--- src/rtl/button_conditioner.sv ---
// button_conditioner: two-button input conditioner for the clock/counter chain.
// Each raw button is synchronised (2 flops), then debounced by a 4-state FSM
// with a dwell counter. Button A toggles the RUN level once per accepted press.
// Button B drives the CLR level and a single-cycle CLR pulse. B forces RUN low.
module button_conditioner #(
    parameter int unsigned DB_CYCLES = 1_000_000,
    parameter int unsigned CNT_BITS  = 20
) (
    input  logic CLK,
    input  logic RST,
    input  logic A,
    input  logic B,
    output logic RUN,
    output logic PRESS_A,
    output logic CLR,
    output logic CLR_PULSE
);

    typedef enum logic [1:0] {
        IDLE,
        CHK_PRESS,
        PRESSED,
        CHK_REL
    } db_state_e;

    localparam logic [CNT_BITS-1:0] CNT_LAST = CNT_BITS'(DB_CYCLES - 1);

    // Index 0 is button A, index 1 is button B.
    logic [1:0]          s1_q;
    logic [1:0]          s2_q;
    db_state_e           state_q [2];
    db_state_e           state_d [2];
    logic [CNT_BITS-1:0] cnt_q   [2];
    logic [CNT_BITS-1:0] cnt_d   [2];
    logic [1:0]          press_q;
    logic [1:0]          press_d;
    logic                run_q;
    logic                run_d;
    logic                clr_q;
    logic                clr_d;

    // Synchronisers, FSM state, dwell counters and registered outputs.
    always_ff @(posedge CLK or posedge RST) begin
        if (RST) begin
            s1_q    <= '0;
            s2_q    <= '0;
            press_q <= '0;
            run_q   <= 1'b0;
            clr_q   <= 1'b0;
            for (int unsigned i = 0; i < 2; i++) begin
                state_q[i] <= IDLE;
                cnt_q[i]   <= '0;
            end
        end else begin
            s1_q    <= {B, A};
            s2_q    <= s1_q;
            press_q <= press_d;
            run_q   <= run_d;
            clr_q   <= clr_d;
            for (int unsigned i = 0; i < 2; i++) begin
                state_q[i] <= state_d[i];
                cnt_q[i]   <= cnt_d[i];
            end
        end
    end

    // Debounce next-state and dwell counter for each button.
    always_comb begin
        for (int unsigned i = 0; i < 2; i++) begin
            state_d[i] = state_q[i];
            cnt_d[i]   = cnt_q[i];
            case (state_q[i])
                IDLE: begin
                    if (s2_q[i]) begin
                        state_d[i] = CHK_PRESS;
                        cnt_d[i]   = '0;
                    end
                end
                CHK_PRESS: begin
                    if (!s2_q[i]) begin
                        state_d[i] = IDLE;
                        cnt_d[i]   = '0;
                    end else if (cnt_q[i] == CNT_LAST) begin
                        state_d[i] = PRESSED;
                        cnt_d[i]   = '0;
                    end else begin
                        cnt_d[i] = cnt_q[i] + 1'b1;
                    end
                end
                PRESSED: begin
                    if (!s2_q[i]) begin
                        state_d[i] = CHK_REL;
                        cnt_d[i]   = '0;
                    end
                end
                CHK_REL: begin
                    if (s2_q[i]) begin
                        state_d[i] = PRESSED;
                        cnt_d[i]   = '0;
                    end else if (cnt_q[i] == CNT_LAST) begin
                        state_d[i] = IDLE;
                        cnt_d[i]   = '0;
                    end else begin
                        cnt_d[i] = cnt_q[i] + 1'b1;
                    end
                end
                default: begin
                    state_d[i] = IDLE;
                    cnt_d[i]   = '0;
                end
            endcase
        end
    end

    // Press events, CLR level and RUN update; B press overrides an A toggle.
    always_comb begin
        for (int unsigned i = 0; i < 2; i++) begin
            press_d[i] = (state_q[i] == CHK_PRESS) && s2_q[i] && (cnt_q[i] == CNT_LAST);
        end
        clr_d = (state_d[1] == PRESSED) || (state_d[1] == CHK_REL);
        if (press_d[1]) begin
            run_d = 1'b0;
        end else if (press_d[0]) begin
            run_d = ~run_q;
        end else begin
            run_d = run_q;
        end
    end

    assign RUN       = run_q;
    assign PRESS_A   = press_q[0];
    assign CLR       = clr_q;
    assign CLR_PULSE = press_q[1];

endmodule

--- config.mk ---
export PLATFORM = sky130hd
export DESIGN_NAME = button_conditioner
export DESIGN_NICKNAME = d
export VERILOG_FILES = /design/src/rtl/button_conditioner.sv
export SDC_FILE = /design/constraint.sdc
export NUM_CORES = 1
export LEC_CHECK = 0
export ABC_AREA = 0
export CORE_MARGIN = 2
export CORE_UTILIZATION = 38
export CTS_BUF_LIST = sky130_fd_sc_hd__clkbuf_4
export DETAILED_ROUTE_END_ITERATION = 8
export SYNTH_ARGS = -nofsm -noshare
export SYNTH_HDL_FRONTEND = slang
export SYNTH_SLANG_ARGS = --single-unit
--- constraint.sdc ---
create_clock -name CLK -period 2.3 [get_ports CLK]
set_input_delay 0.345 -clock CLK [delete_from_list [all_inputs] [get_ports CLK]]
set_output_delay 0.345 -clock CLK [all_outputs]
set_load 0.01 [all_outputs]
==> flow_metrics.env <==
export IMPL_ys_types=46
export IMPL_path_buf_inv=1
export IMPL_ys_seq_area_share_pct=47.88
export IMPL_fillers=652
export IMPL_die_area_mm2=0.007844
export IMPL_rows=30
export IMPL_h_tree_depth=2
export IMPL_max_cap_viol_count=0
export IMPL_syn_inst=283
export IMPL_crit_path_cell_trace="ha_1, nand3_1, nor4_2, a21oi_1, buf_4, a21o_1, a22o_1"
export IMPL_synth_cell_area_mm2=0.002718
export IMPL_yosysWarnings=0
export IMPL_chipHeight_um=88.57
export IMPL_core_area_mm2=0.006869
export IMPL_max_stage_delay_ns=0.43
export IMPL_syn_area_per_cell_um2=9.603
export IMPL_fmax_ghz=0.4890
export IMPL_dr_total_vias=2080
export IMPL_drcViolationCount=0
export IMPL_clk_latency_ns=0.36
export IMPL_antenna_cells=0
export IMPL_power_mw=1.975
export IMPL_synth_seq_cells=52
export IMPL_clockBufferDepth=2
export IMPL_min_period_ns=2.045
export IMPL_power_density_mw_per_mm2=664.7
export IMPL_post_cts_resized=0
export IMPL_min_path_type="primary input to async pin"
export IMPL_regArea_mm2=0.001301
export IMPL_drtPass1Iterations=4
export IMPL_timing_final_crit_share_pct=88.92
export IMPL_grt_first_pass_wirelength_um=9390
export IMPL_worst_path_max_fanout=15
export IMPL_post_cts_setup_buffers=0
export IMPL_grt_usage_pct=15.19
export IMPL_cp_required_ns=2.57
export IMPL_cts_root_buf="clkbuf_4"
export IMPL_die_x_um=88.57
export IMPL_tritoncts="done"
export IMPL_area_delta_synth_final_pct=9.346
export IMPL_leakage_nw=1.236
export IMPL_setup_violations=0
export IMPL_finalSetupTns_ns=0
export IMPL_overflow=0
export IMPL_critical_path_top_delay_family="simple AND/OR/NAND/NOR gates"
export IMPL_routed_via_density=5.306
export IMPL_dp_hpwl_um=3706
export IMPL_mostFrequentLayoutCells="dfrtp_1 (52), nand2_1 (29), nor2_1 (25)"
export IMPL_ant_nets=0
export IMPL_multiInputGateArea_mm2=0.001306
export IMPL_place_inst=384
export IMPL_mappedNetlistNets=289
export IMPL_cts_sinks=52
export IMPL_cts_hold_buf=0
export IMPL_path_class="register to register"
export IMPL_report_final_slew_viol_count=0
export IMPL_worst_pin_slew_ns=0.5882
export IMPL_detail_route_wl_per_cell_um=13.68
export IMPL_cp_start_kind="register"
export IMPL_postPlaceCellArea_mm2=0.002915
export IMPL_grt_max_degree=53
export IMPL_worst_ir_drop_vdd_uv=263.8
export IMPL_cp_slowest_cell="nor4_2"
export IMPL_layout_drive_gt1_share_pct=12.50
export IMPL_final_design_area_no_fill_mm2=0.002972
export IMPL_path_clk_slew_ns=0.16
export IMPL_wirelength_um=5361
export IMPL_endpoint_kind="register"
export IMPL_instances_no_fill=392
export IMPL_status="complete, no violations"
export IMPL_rsz0062_at_grt="false"
export IMPL_grt_pass1_vias=1957
export IMPL_nets=301
export IMPL_ioPinCount=8
export IMPL_cp_data_arrival_time_ns=2.32
export IMPL_numCtsBuffers=5
export IMPL_start_util_pct=39.56
export IMPL_layout_commonest_cell="dfrtp_1"
export IMPL_slew_headroom_pct=60.46
export IMPL_hold_viol=0
export IMPL_antenna_found_initial=0
export IMPL_port_buffer_count=7
export IMPL_clock_skew_ns=0.01293
export IMPL_first_iter_violations=147
export IMPL_routabilityCongestion=0.8723
[layout make-up]
type / instances / area share [%]
Timing Repair Buffer: 17 / 5.305
Inverter: 8 / 1.011
Tap cell: 96 / 4.042
Clock inverter: 2 / 0.3789
Sequential cell: 52 / 43.79
Multi-Input combinational cell: 211 / 43.96
Clock buffer: 6 / 1.516
[cell usage after synthesis (all sizes together)]
| library cell | n | area share [%] |
|---|---|---|
| and2 | 2 | 0.46 |
| nor4b | 1 | 0.32 |
| nor3 | 6 | 1.1 |
| mux2 | 1 | 0.55 |
| or4 | 1 | 0.41 |
| or4bb | 1 | 0.41 |
| nor2 | 25 | 3.5 |
| a41oi | 2 | 0.64 |
| or3 | 5 | 1.3 |
| nand3b | 1 | 0.28 |
| o21ba | 1 | 0.37 |
| nor4 | 6 | 2.9 |
| a31oi | 14 | 3.2 |
| and3 | 5 | 1.2 |
| nand2b | 5 | 1.2 |
| o2111ai | 1 | 0.32 |
| nand4 | 7 | 2.2 |
| or3b | 1 | 0.32 |
| clkbuf | 4 | 0.55 |
| a22o | 7 | 2.3 |
| nand2 | 30 | 4.4 |
| dfrtp | 52 | 48 |
| a21oi | 19 | 3.5 |
| nand3 | 21 | 3.9 |
| and4 | 2 | 0.69 |
| a21o | 8 | 2.5 |
| o31ai | 1 | 0.28 |
| xnor2 | 4 | 1.3 |
| and4b | 1 | 0.37 |
| ha | 2 | 0.92 |
| inv | 8 | 1.1 |
| mux2i | 3 | 1.1 |
| or2 | 2 | 0.46 |
| o21ai | 19 | 3.5 |
| o41ai | 1 | 0.32 |
| buf | 8 | 2.4 |
| xor2 | 6 | 1.9 |
[per-layer routing]
| layer | share of wire [%] | vias to the layer above | GRT usage [%] | routed length, µm |
|---|---|---|---|---|
| li1 | - | 1046 | - | - |
| met1 | 50 | 993 | 21.85 | 2662 |
| met2 | 44 | 36 | 22.42 | 2384 |
| met3 | 4.8 | 5 | 4.198 | 259 |
| met4 | 1.0 | 0 | 4.408 | 55 |
| met5 | 0 | - | 0 | 0 |
[power breakdown]
part	total [mW]	internal (mW)	switching [mW]
Sequential	1.04	0.966	0.0734
Clock	0.415	0.129	0.286
Combinational	0.521	0.204	0.317
[cell families after synthesis]
kind of cell,Yosys count,synth area share [%]
AOI/OAI and AO/OA,73,16.90
xor gates and xnor gates,10,3.223
adders and majority gates,2,0.9207
buffers and inverters,20,4.051
DFF,52,47.88
muxes,4,1.657
and+or+nand+nor,122,25.37
[worst register-to-register path, stage by stage, from the launching register on]
cell and delay, ns:
dfrtp_1 0.42, ha_1 0.21, nand3_1 0.19, nor4_2 0.43, a21oi_1 0.15, buf_4 0.22
a21o_1 0.17, a22o_1 0.17
[worst paths after layout]
check | startpoint | to | slack, ns | cells past startpoint
worst max-delay path | cnt_q[0] | cnt_q[3] | 0.25 | 7
worst min-delay path | RST | cnt_q[32] | 0.32 | 3
worst max register to register | cnt_q[0] | cnt_q[3] | 0.25 | 7
worst min register to register | s1_q[0] | s2_q[0] | 0.36 | 0
max in group asynchronous | RST | cnt_q[7] | 1.73 | 3
min in group CLK | s1_q[0] | s2_q[0] | 0.36 | 0
[state kept, by name (all words and copies together) (netlist names), named ones only]
name and flops:
cnt_q 40, state_q 3, press_q 2, s1_q 2, s2_q 2, CLR 1
RUN 1
[stage by stage]
stage | setup WS (ns) | util (%) | hold slack, ns
after CTS | 0.2753 | 43.26 | 0.3166
after detailed placement | 0.2981 | 42.44 | 0.3355
after global routing | 0.1109 | 43.26 | 0.3070
after global placement | 0.3381 | 42.44 | 0.3381
final | 0.2548 | 43.26 | 0.3153
after floorplan | 0.3707 | - | 0.3312
(Power assumes the default switching activity.)
